==> src/rtl/flicker_generator.sv <==
// flicker_generator: shared base-tick prescaler driving NCH indicator channels (OFF / ON / BLINK / ONESHOT).
// Optional feature macro FLICKER_PHASE_SYNC_EN adds the sync_all input that phase-aligns all BLINK channels.
module flicker_generator #(
  parameter int CLK_DIV  = 10_000_000,
  parameter int NCH      = 4,
  parameter int PERIOD_W = 8
) (
  input  logic                    Clk,
  input  logic                    reset,
  input  logic                    enable,
  input  logic [2*NCH-1:0]        mode,
  input  logic [PERIOD_W*NCH-1:0] period,
  input  logic [NCH-1:0]          load,
`ifdef FLICKER_PHASE_SYNC_EN
  input  logic                    sync_all,
`endif
  output logic                    tick,
  output logic [NCH-1:0]          flick,
  output logic [NCH-1:0]          busy
);

  localparam int PW = $clog2(CLK_DIV);
  localparam logic [PW-1:0] PRE_LAST = PW'(CLK_DIV - 1);

  localparam logic [1:0] MODE_OFF     = 2'b00;
  localparam logic [1:0] MODE_ON      = 2'b01;
  localparam logic [1:0] MODE_BLINK   = 2'b10;
  localparam logic [1:0] MODE_ONESHOT = 2'b11;

  logic sync;
`ifdef FLICKER_PHASE_SYNC_EN
  assign sync = sync_all;
`else
  assign sync = 1'b0;
`endif

  logic [PW-1:0] pre_cnt;
  logic [PW-1:0] pre_next;

  always_comb begin
    // NOTE: default assignment first so every path drives pre_next and no latch is inferred.
    pre_next = pre_cnt;
    if (sync) begin
      pre_next = '0;
    end else if (enable) begin
      pre_next = (pre_cnt == PRE_LAST) ? '0 : pre_cnt + PW'(1);
    end
  end

  // tick is registered from the next count, so it is high exactly while pre_cnt == CLK_DIV-1.
  always_ff @(posedge Clk or negedge reset) begin
    // NOTE: sequential state uses non-blocking assignments so all registers update from pre-edge values.
    if (!reset) begin
      pre_cnt <= '0;
      tick    <= 1'b0;
    end else begin
      pre_cnt <= pre_next;
      tick    <= enable && !sync && (pre_next == PRE_LAST);
    end
  end

  for (genvar c = 0; c < NCH; c++) begin : g_ch
    logic [1:0]          ch_mode;
    logic [1:0]          prev_mode;
    logic [PERIOD_W-1:0] ch_period;
    logic [PERIOD_W-1:0] last;
    logic [PERIOD_W-1:0] cnt;
    logic                flick_r;
    logic                busy_r;

    assign ch_mode   = mode[2*c +: 2];
    assign ch_period = period[PERIOD_W*c +: PERIOD_W];
    // A zero period behaves as one tick.
    assign last      = (ch_period == '0) ? '0 : ch_period - PERIOD_W'(1);

    // Channels advance only on tick, which is already forced low while enable is low.
    always_ff @(posedge Clk or negedge reset) begin
      if (!reset) begin
        prev_mode <= MODE_OFF;
        cnt       <= '0;
        flick_r   <= 1'b0;
        busy_r    <= 1'b0;
      end else begin
        prev_mode <= ch_mode;
        if (ch_mode != prev_mode) begin
          cnt     <= '0;
          busy_r  <= 1'b0;
          flick_r <= (ch_mode == MODE_ON) || (ch_mode == MODE_BLINK);
        end else if (sync && (ch_mode == MODE_BLINK)) begin
          cnt     <= '0;
          flick_r <= 1'b1;
        end else begin
          case (ch_mode)
            MODE_OFF: begin
              cnt     <= '0;
              flick_r <= 1'b0;
              busy_r  <= 1'b0;
            end
            MODE_ON: begin
              flick_r <= 1'b1;
              busy_r  <= 1'b0;
            end
            MODE_BLINK: begin
              busy_r <= 1'b0;
              if (load[c]) begin
                cnt     <= '0;
                flick_r <= 1'b1;
              end else if (tick) begin
                // >= so a period shortened below the running count wraps on the next tick.
                if (cnt >= last) begin
                  cnt     <= '0;
                  flick_r <= ~flick_r;
                end else begin
                  cnt <= cnt + PERIOD_W'(1);
                end
              end
            end
            default: begin
              if (load[c]) begin
                cnt     <= '0;
                flick_r <= 1'b1;
                busy_r  <= 1'b1;
              end else if (busy_r && tick) begin
                if (cnt >= last) begin
                  cnt     <= '0;
                  flick_r <= 1'b0;
                  busy_r  <= 1'b0;
                end else begin
                  cnt <= cnt + PERIOD_W'(1);
                end
              end
            end
          endcase
        end
      end
    end

    assign flick[c] = flick_r;
    assign busy[c]  = busy_r;
  end

endmodule

==> config.mk <==
export PLATFORM = sky130hd
export DESIGN_NAME = flicker_generator
export DESIGN_NICKNAME = d
export VERILOG_FILES = /design/src/rtl/flicker_generator.sv
export SDC_FILE = /design/constraint.sdc
export NUM_CORES = 1
export LEC_CHECK = 0
export CORE_UTILIZATION = 55
export CTS_BUF_LIST = sky130_fd_sc_hd__clkbuf_8
export DETAILED_ROUTE_END_ITERATION = 8
export PLACE_DENSITY = 0.86
export SLEW_MARGIN = 15
export SYNTH_ARGS = -nofsm -noshare
export SYNTH_HDL_FRONTEND = slang
export SYNTH_SLANG_ARGS = --single-unit
export TNS_END_PERCENT = 30
==> constraint.sdc <==
create_clock -name Clk -period 2.5 [get_ports Clk]
set_input_delay 0.625 -clock Clk [delete_from_list [all_inputs] [get_ports Clk]]
set_output_delay 0.625 -clock Clk [all_outputs]
set_load 0.02 [all_outputs]
==> key figures, run 1 <==
STA
  • Setup-failing EPs final: 39
  • Final Worst Setup Slack: -0.474 ns
  • Highest Clock Rate: 336 MHz
  • Clk_skew: 0.0248 ns
  • Hold slack final: 0.256 ns
  • Crit share post-route: 1.19
  • Slew @ Worst Pin: 0.920 ns
  • Final hold vios: 0
  • Relative slew slack: 0.380
  • Fin crit period: 2.97 ns
  • Final Slew Violations: 0
  • RSZ-0062 raised after global routing: true

Placed design
  • Post-DP Area: 7320 um^2
  • Post-DP HPWL: 11.2 mm
  • I/O Buffers: 55
  • Gpl congestion: 0.920

Yosys
  • Top cell type's share of synthesized area: 0.315
  • Area leader, netlist: dfrtp_1
  • Number of enable flip-flop cells after synthesis: 0
  • Compound-Gate Fraction of Synth Area: 0.192
  • Mapped cell area: 5790 um^2
  • Post-synthesis xor/xnor area fraction: 0.0635
  • Mux share of post-synthesis cell area: 0.00713
  • Synth Area in Simple Gates: 0.255
  • Mapped Cells: 667
  • Async SR Flop Fraction: 1.00
  • Largest family of logic cells by synthesized area: simple AND/OR/NAND/NOR gates
  • Yosys cell types: 68
  • Avg Cell Area, Syn: 8.68 um^2
  • Register area share after synthesis: 0.315
  • Syn. warnings: 0
  • Syn nets: 771
  • Synth top area cells: dfrtp_1, ha_1, nand2_1
  • Post-Synth Adder-Cell Area: 0.123
  • Synthesized flop and latch total: 73
  • Synth Flop Type: dfrtp_1

Clock tree
  • CTS Sinks: 73
  • Clock tree root driver cell: clkbuf_8
  • Worst-Skew Late Latency: 0.37 ns
  • Cts bufs inserted: 9
  • Clock slew at reported path FFs: 0.10 ns
  • # hold bufs at CTS: 0
  • Clock H-tree levels: 3
  • CTS max path bufs: 2
  • CTS tree: built

Power and ir drop
  • Pwr dens: 408 nW/um^2
  • Leak: 3.89 nW
  • Design Power: 0.00332 W
  • Worst VDD drop: 0.390 mV

GRT
  • First-pass GRT wire length: 27.3 mm
  • Largest net degree at the start of global routing: 28
  • Tot GR Track Use: 0.305
  • Vias in the first global route: 6,013
  • Initial antenna violation count: 0
  • GRT Residual Overflow: 0

Layout
  • Layout Nets: 940
  • Filler cell count: 603
  • Area Overhead vs Synth: 40.7%
  • Final cell area excluding filler cells: 8150 um^2
  • Commonest non-fill, non-tap cell in the layout: buf_4
  • Most frequent cells in the layout: buf_4, dfrtp_1, nor2_1, nand2_1, ha_1
  • Ant. Diodes: 0
  • Fraction of layout cells with a size suffix above 1: 0.296

Routing
  • Number of detailed-route iterations in the first pass: 7
  • WL per Instance: 17.9 um
  • DRT antenna net count: 0
  • Vias per inst: 6.07
  • Vias: 5,933
  • Initial DRC count: 404
  • DRC errors left: 0
  • Final wirelength: 17.4 mm

Critical path
  • Startpoint Class: input pin
  • Worst path required time: 2.76 ns
  • Crit path max fanout: 4
  • CP endpoint kind: flop
  • WP data arrival: 3.24 ns
  • Crit Path Category: input pin to flop

Floorplanning
  • Die X: 105 um
  • Num rows: 37
  • Die outline area: 10,900 um^2
  • Num ports: 56
  • Core area: 10,300 um^2
  • Initial cell density of the core: 0.563
  • Die H: 105 um

Worst hold path
  • Min-Delay Path Class: input pin to asynchronous set/reset pin

Status
  • Failing checks: setup timing
  • Status: complete, but fails checks

Run
  • Total of max-cap violations: 0
==> cells by family after synthesis <==
logic type,after synthesis
compound gates,162
buf+inv,56
simple gates,273
flops,73
mux,4
xor+xnor,42
fa+ha+maj,57
==> final cells by class <==
cell class / count / area, um^2 / area share
clock buffer: 11 / 151 / 0.0186
clock inverter: 5 / 77.6 / 0.00952
inverter: 39 / 166 / 0.0204
multi-input combinational: 539 / 4290 / 0.527
sequential: 73 / 1830 / 0.224
tap: 136 / 170 / 0.0209
timing repair buffer: 174 / 1460 / 0.180
==> layer usage <==
layer	share of wire	track usage
met1	0.42	0.380
met2	0.50	0.523
met3	0.049	0.0512
met4	0.034	0.128
met5	0	0
==> cell usage after synthesis, types with 8 or more instances <==
library cell,instances
a211oi_1,12
a21o_1,10
a21oi_1,26
a22o_1,16
and3_1,21
buf_4,10
dfrtp_1,73
ha_1,57
inv_1,39
nand2_1,59
nand2b_1,18
nand3_1,23
nand4_1,8
nor2_1,57
nor2b_1,22
nor3_1,15
o21ai_0,44
xnor2_1,17
xor2_1,25
==> worst max-delay path, stage by stage <==
cell	delay [ns]
buf_12	0.11
inv_12	0.04
ha_4	0.12
nor2b_4	0.13
nand3b_1	0.10
or3_4	0.40
and2_4	0.16
ha_4	0.20
nand2b_4	0.13
a21o_1	0.17
a211o_4	0.36
a2111oi_1	0.45
o21ai_0	0.14
o31ai_1	0.09
==> flip-flops by register name (all words and copies together) (netlist names) <==
signal / flops
g_ch.cnt: 32
pre_cnt: 24
g_ch.prev_mode: 8
g_ch.busy_r: 4
g_ch.flick_r: 4
tick: 1
==> final timing paths <==
check                                      startpoint                         end  slack, ns  cells past startpoint
max                                         period[1]  g_ch[0].cnt[4]$_DFFE_PN0P_      -0.47                     14
min                                             reset  g_ch[2].cnt[0]$_DFFE_PN0P_       0.26                      1
max reg2reg                g_ch[0].cnt[0]$_DFFE_PN0P_  g_ch[0].cnt[4]$_DFFE_PN0P_       0.24                      8
min reg2reg                     pre_cnt[21]$_DFF_PN0_       pre_cnt[21]$_DFF_PN0_       0.53                      1
max in group asynchronous                       reset        pre_cnt[2]$_DFF_PN0_       1.40                      2
min in group Clk                pre_cnt[21]$_DFF_PN0_       pre_cnt[21]$_DFF_PN0_       0.53                      1
==> power breakdown <==
part	internal (W)	switching, W
combinational	0.000438	0.000455
clock	0.000613	0.000473
sequential	0.00124	0.000102
total	0.00229	0.00103
==> stage by stage <==
stage	util	std cells	setup TNS, ns	setup slack, ns
3_3_place_gp	0.712	940	-39.77	-1.19
6_report	0.793	977	-12.52	-0.474
2_1_floorplan	-	667	-16.24	-0.587
3_5_place_dp	0.712	940	-43.66	-1.29
5_1_grt	0.793	977	-16.43	-0.578
4_1_cts	0.769	977	-11.35	-0.476
==> what timing repair did <==
action	CTS	global route
cloned	1	0
pin swaps	40	28
buffers inserted	20	3
endpoints found under the setup margin	40	41
resized for setup	140	57
(Power assumes the default switching activity.)
==> inputs of run 2 (changes only) <==
Settings changed: ABC_AREA from default to 1.
==> run 2 against run 1 <==
Net effect: the run still ends with setup timing left; maximum frequency increased by 17%; final area increased by 0.48%; largest power group unchanged; count of clock-buffer cells in the layout decreased by 2; synthesized cell count increased by 31%; power increased by 1.8%; non-clock buffer count decreased by 26.
==> key figures, run 2 <==
STA
  • RSZ-0062 raised after global routing: true
  • Final Worst Setup Slack: -0.0357 ns
  • Setup TNS: -0.0701 ns
  • Slew @ Worst Pin: 0.422 ns
  • Hold slack final: 0.184 ns
  • Final hold vios: 0
  • Fin crit period: 2.54 ns
  • Highest Clock Rate: 394 MHz
  • Relative slew slack: 0.716
  • Clk_skew: 0.00725 ns
  • Final Slew Violations: 0
  • Setup-failing EPs final: 4
  • Crit share post-route: 1.01

Power and ir drop
  • Design Power: 0.00338 W
  • Worst VDD drop: 0.326 mV
  • Flop pwr share: 0.414
  • Clock Power Share: 0.278
  • Pwr dens: 413 nW/um^2
  • Switching part of the total: 0.360
  • Internal power: 0.00216 W
  • Leak: 4.20 nW
  • Net Switching: 0.00122 W
  • Combinational Power Share: 0.309

Layout
  • Filler cell count: 797
  • Largest Register: g_ch.cnt
  • Seq. cell area: 1830 um^2
  • Final Util: 0.749
  • Fraction of layout cells with a size suffix above 1: 0.240
  • Largest registers: g_ch.cnt: 32 flops, pre_cnt: 24 flops, g_ch.prev_mode: 8 flops
  • Footprint of the multi-input gates: 4170 um^2
  • Max reg flops: 32
  • Commonest non-fill, non-tap cell in the layout: nand2_1
  • Layout Nets: 1,126
  • Final cell area excluding filler cells: 8190 um^2
  • Area Overhead vs Synth: 32.0%
  • Most frequent cells in the layout: nand2_1, inv_1, buf_4, nor2_1, dfrtp_1
  • Ant. Diodes: 0

GRT
  • Tot GR Track Use: 0.257
  • First-pass GRT wire length: 24.2 mm
  • Vias in the first global route: 5,703
  • Largest net degree at the start of global routing: 43
  • GRT Residual Overflow: 0
  • Initial antenna violation count: 0

Clock tree
  • Clock H-tree levels: 3
  • Clock slew at reported path FFs: 0.08 ns
  • Cts bufs inserted: 9
  • CTS max path bufs: 2
  • CTS Sinks: 73
  • Worst-Skew Late Latency: 0.37 ns
  • CTS tree: built
  • # hold bufs at CTS: 0
  • Clock tree root driver cell: clkbuf_8

Placed design
  • Post-DP HPWL: 10.9 mm
  • Post-DP Area: 7480 um^2
  • I/O Buffers: 55
  • Gpl congestion: 0.996

Floorplanning
  • Initial cell density of the core: 0.567
  • Num ports: 56
  • Die X: 108 um
  • Num rows: 38
  • Core area: 10,900 um^2
  • Die H: 108 um
  • Die outline area: 11,700 um^2

Routing
  • Initial DRC count: 386
  • DRT antenna net count: 0
  • Vias per inst: 5.50
  • Vias: 6,413
  • Final wirelength: 16.4 mm
  • Number of detailed-route iterations in the first pass: 5
  • WL per Instance: 14.0 um
  • DRC errors left: 0

Status
  • Failing checks: setup timing
  • Status: complete, but fails checks

Yosys
  • Syn nets: 978
  • Register area share after synthesis: 0.294
  • Syn. warnings: 0
  • Avg Cell Area, Syn: 7.10 um^2
  • Async SR Flop Fraction: 1.00
  • Mapped Cells: 874
  • Commonest cells in the netlist: nand2_1, inv_1, nor2_1, nand3_1, dfrtp_1
  • Top-count cell post-synth: nand2_1
  • Synthesized flop and latch total: 73
  • Mapped cell area: 6200 um^2
  • Area leader, netlist: dfrtp_1
  • Yosys cell types: 43
  • Number of enable flip-flop cells after synthesis: 0
  • Synth top area cells: dfrtp_1, ha_1, nand2_1
  • Synth Flop Type: dfrtp_1
  • Top cell type's share of synthesized area: 0.294

Critical path
  • Crit path max-delay cell type: nor4_4
  • Crit Path Category: input pin to flop
  • Critical path, cell by cell: buf_8 -> inv_12 -> ha_4 -> inv_4 -> nor2_4 -> inv_2 -> nor4_4 -> buf_4 -> a21oi_1 -> o21ai_0 -> ha_1 -> a21oi_2 -> o21ai_1 -> a21oi_4 -> nand2_1 -> o211ai_1 -> nand2_1 -> nand2_1 -> nand2_1
  • CP peak stage delay: 0.35 ns
  • Most used cell, CP: nand2_1
  • Worst path required time: 2.77 ns
  • Startpoint Class: input pin
  • Crit path max fanout: 4
  • WP data arrival: 2.80 ns
  • CP endpoint kind: flop

Run
  • Total of max-cap violations: 0

Worst hold path
  • Min-Delay Path Class: input pin to asynchronous set/reset pin
-- run 2: metal layers --
| metal | track usage | vias up | wire length, um |
|---|---|---|---|
| li1 | - | 3137 | - |
| met1 | 0.321 | 3004 | 6880 |
| met2 | 0.453 | 214 | 8270 |
| met3 | 0.0344 | 58 | 738 |
| met4 | 0.0939 | 0 | 513 |
| met5 | 0 | - | 0 |
-- run 2: path summary, 6_finish.rpt --
path,start,to,slack [ns],cells past startpoint
hold / removal,reset,pre_cnt[4]$_DFF_PN0_,0.18,1
setup / recovery,period[1],g_ch[0].flick_r$_DFFE_PN0P_,-0.04,19
max in group asynchronous,reset,g_ch[1].cnt[6]$_DFFE_PN0P_,1.77,2
min in group Clk,g_ch[3].flick_r$_DFFE_PN0P_,g_ch[3].flick_r$_DFFE_PN0P_,0.54,2
hold reg to reg,g_ch[3].flick_r$_DFFE_PN0P_,g_ch[3].flick_r$_DFFE_PN0P_,0.54,2
setup reg to reg,pre_cnt[7]$_DFF_PN0_,tick$_DFF_PN0_,0.53,12
-- run 2: metrics by stage --
step | setup WS (ns) | instances
final | -0.0357 | 1167
after floorplan | -0.126 | 874
after global routing | -0.203 | 1167
after CTS | -0.0823 | 1158
after global placement | -0.934 | 1134
after detailed placement | -1.01 | 1134
-- run 2: critical path: cells and delay by family --
family,cells,cell delay [ns]
AOI/OAI and AO/OA,6,0.63
adders and majority gates,2,0.42
buffers and inverters,5,0.43
and+or+nand+nor,6,0.70
-- run 2: cells by family after synthesis --
kind of cell	Yosys count	share of synthesized area
AND/OR/NAND/NOR	448	0.343
buffers and inverters	150	0.0976
AO/OA/AOI/OAI	113	0.104
flip-flops	73	0.294
adder cells (fa/ha/maj)	57	0.115
XOR/XNOR	33	0.0466
-- run 2: area by class of cell --
type / instances / share of cell area
clock inverter: 7 / 0.00871
timing repair buffer: 148 / 0.155
sequential: 73 / 0.223
multi-input combinational: 651 / 0.510
inverter: 139 / 0.0671
clock buffer: 9 / 0.0151
tap: 140 / 0.0214
-- run 2: what timing repair did --
action,in CTS,in global routing
gates cloned,0,0
hold endpoints to repair,0,0
gates resized for setup,103,72
buffers inserted,9,9
endpoints found under the setup margin,40,40
pin swaps,50,50
-- run 2: power groups by stage --
stage               logic [W]  registers [W]  clock network, W
finish                0.00104        0.00140          0.000940
global placement     0.000931        0.00141                 0
floorplan            0.000636        0.00137                 0
CTS                  0.000978        0.00139          0.000946
detailed placement   0.000953        0.00142                 0
global route          0.00115        0.00141          0.000989
==> variant (settings of run 2) <==
Register the inputs `enable`, `mode`, `period` and `load` before use, without a reset. The logic sees them one clock later.
--- a/src/rtl/flicker_generator.sv
+++ b/src/rtl/flicker_generator.sv
@@ -29,2 +29,14 @@
 
+  logic enable_q;
+  logic [2*NCH-1:0] mode_q;
+  logic [PERIOD_W*NCH-1:0] period_q;
+  logic [NCH-1:0] load_q;
+
+  always_ff @(posedge Clk) begin
+    enable_q <= enable;
+    mode_q   <= mode;
+    period_q <= period;
+    load_q   <= load;
+  end
+
   logic sync;
@@ -44,3 +56,3 @@
       pre_next = '0;
-    end else if (enable) begin
+    end else if (enable_q) begin
       pre_next = (pre_cnt == PRE_LAST) ? '0 : pre_cnt + PW'(1);
@@ -57,3 +69,3 @@
       pre_cnt <= pre_next;
-      tick    <= enable && !sync && (pre_next == PRE_LAST);
+      tick    <= enable_q && !sync && (pre_next == PRE_LAST);
     end
@@ -70,4 +82,4 @@
 
-    assign ch_mode   = mode[2*c +: 2];
-    assign ch_period = period[PERIOD_W*c +: PERIOD_W];
+    assign ch_mode   = mode_q[2*c +: 2];
+    assign ch_period = period_q[PERIOD_W*c +: PERIOD_W];
     // A zero period behaves as one tick.
@@ -104,3 +116,3 @@
               busy_r <= 1'b0;
-              if (load[c]) begin
+              if (load_q[c]) begin
                 cnt     <= '0;
@@ -118,3 +130,3 @@
             default: begin
-              if (load[c]) begin
+              if (load_q[c]) begin
                 cnt     <= '0;
Behaviour: not the same (Yosys sat finds a counterexample within 4 cycles, from zero or initial values and one cycle with reset low).
==> variant against run 2 <==
  * The run still ends with setup timing left
  * Utilization decreased by 4.2 points
  * Clock skew increased by 7.8 ps
  * Critical path depth decreased by 4
  * Wire length decreased by 4.7%
  * Worst hold slack got worse by 20 ps
  * Setup slack got worse by 73 ps
  * Power increased by 39%
  * Cell count decreased by 1.1%
  * Design area increased by 4.9%
  * Area after synthesis increased by 12%
  * Die area increased by 12%
  * Maximum frequency decreased by 2.8%
  * Sequential cell count increased by 45
  * Critical endpoint is now g_ch[0].cnt[0]
  * Largest cell class unchanged
  * Largest power group unchanged
==> variant: results (changes against run 2) <==
[metrics] result of the run: finished, violations left
[metrics] violated checks: setup timing
[metrics] number of non-filler instances in the completed layout: 1,154 (-1.1%)
[metrics] most used standard cells in the synthesized netlist: 171 x nand2_1, 127 x inv_1, 104 x nor2_1
[metrics] routing usage on met1: 30.0% (-2.0 points)
[metrics] wire length of the first global-routing pass: 24,400 um (+0.89%)
[metrics] Final GP Congestion: 0.995 (about the same)
[metrics] GR met2 Demand/Resource: 39.2% (-6.2 points)
[metrics] largest net degree at the start of global routing: 45 (+4.7%)
[metrics] number of global-route vias before repair: 5,543 (-2.8%)
[metrics] Critical R2R Capture: g_ch[0].cnt[0]
[metrics] GRT Util Overall: 23.8% (-2.0 points)
[metrics] registers with the highest flip-flop counts: g_ch.cnt: 32 flops, period_q: 32 flops, pre_cnt: 24 flops
[metrics] smallest setup slack after layout: -109 ps (-73.2 ps)
[metrics] layout cells sized above 1: 16.6% (-7.3 points)
[metrics] total via count in the routed design: 6,145 (-4.2%)
[metrics] total nets after synthesis: 996 (+1.8%)
[metrics] smallest hold slack: 164 ps (-19.9 ps)
[metrics] final setup violation count: 9 (+5)
[metrics] Cells after DPL: 1,120 (-1.2%)
[metrics] slowest cell delay on critical path: 320 ps (-30 ps)
[metrics] Worst Skew: 15.0 ps (+7.78 ps)
[metrics] worst skew pair latency: 450 ps (+80 ps)
[metrics] count of distinct cell types in the synthesized netlist: 36 (-16%)
[metrics] worst vdd ir: 0.583 mV (+79%)
[metrics] Iter 0 DRT Violations: 424 (+9.8%)
-- variant: cell count changes after synthesis, moves of 5 or more --
cell	run 2	this run
dfxtp_1	0	45
o21ai_0	45	28
nand3_1	75	62
nand2_1	181	171
o21ai_1	8	18
nand3b_1	15	7
o22ai_1	3	11
nor2_1	97	104
inv_1	132	127
-- variant: repair_timing --
action	4_1_cts	5_1_grt
pin swaps	10	31
buffers inserted	1	1
setup endpoints to repair	36	40
endpoints found under the hold margin	0	0
gates resized for setup	17	86
-- variant: layout make-up --
cell class	count	area (um2)	share of cell area, %
Tap cell	168	210	2.45
Inverter	133	499	5.81
Clock inverter	15	191	2.23
Multi-Input combinational cell	632	4040	47.0
Timing Repair Buffer	71	681	7.92
Sequential cell	118	2730	31.8
Clock buffer	17	234	2.72
-- variant: worst reg2reg max path, stage by stage (launching register included) --
cell	delay, ps
dfxtp_2	320
inv_2	70
ha_4	140
nand2_2	60
inv_2	80
nand2_4	60
nor3_4	280
a21oi_1	110
o21ai_0	120
ha_1	300
a21oi_2	150
o21ai_1	100
nor3b_2	220
buf_4	180
nand4_4	170
o21ai_1	180
-- variant: through the flow --
stage          instance area, um2  TNS [ps]  power [uW]  utilization, %
6_report                     8590      -797        4690            70.6
5_1_grt                      8590     -4890        4920            70.6
4_1_cts                      8270      -162        4660            68.0
3_5_place_dp                 7770     -2950        2810            63.9
3_3_place_gp                 7770     -1080        2790            63.9
2_1_floorplan                6960         0        2580               -
-- variant: how the worst max path moves through the flow --
stage | startpoint | end | slack [ps] | depth (start not counted)
6_report | period_q[1] | g_ch[0].cnt[0] | -110 | 15
3_3_place_gp | period_q[0] | g_ch[0].cnt[6] | -130 | 16
5_1_grt | period_q[1] | g_ch[0].cnt[0] | -290 | 15
4_1_cts | period_q[8] | g_ch[1].cnt[5] | -30 | 14
3_5_place_dp | period_q[0] | g_ch[0].cnt[5] | -250 | 16
2_1_floorplan | period_q[0] | g_ch[0].cnt[0] | 40 | 15
-- variant: logic make-up (layout without fill, tap and decap cells) --
family / Yosys count / after routing / share of synthesized area [%]
xor+xnor: 39 / 39 / 4.91
fa+ha+maj: 57 / 57 / 10.3
flops: 118 / 118 / 39.2
simple gates: 429 / 429 / 28.7
buf+inv: 142 / 236 / 8.15
compound gates: 107 / 107 / 8.74
-- variant: routing by layer --
layer | routed length [um] | vias up
met4 | 367 | 0
met1 | 6730 | 2827
met5 | 0 | -
met2 | 7710 | 197
li1 | - | 3083
met3 | 821 | 38
-- variant: report_power, final --
part           internal (uW)  total (uW)  switching, uW
clock                   1070        1850            778
sequential              2010        2130            127
combinational            295         704            409
total                   3380        4690           1310
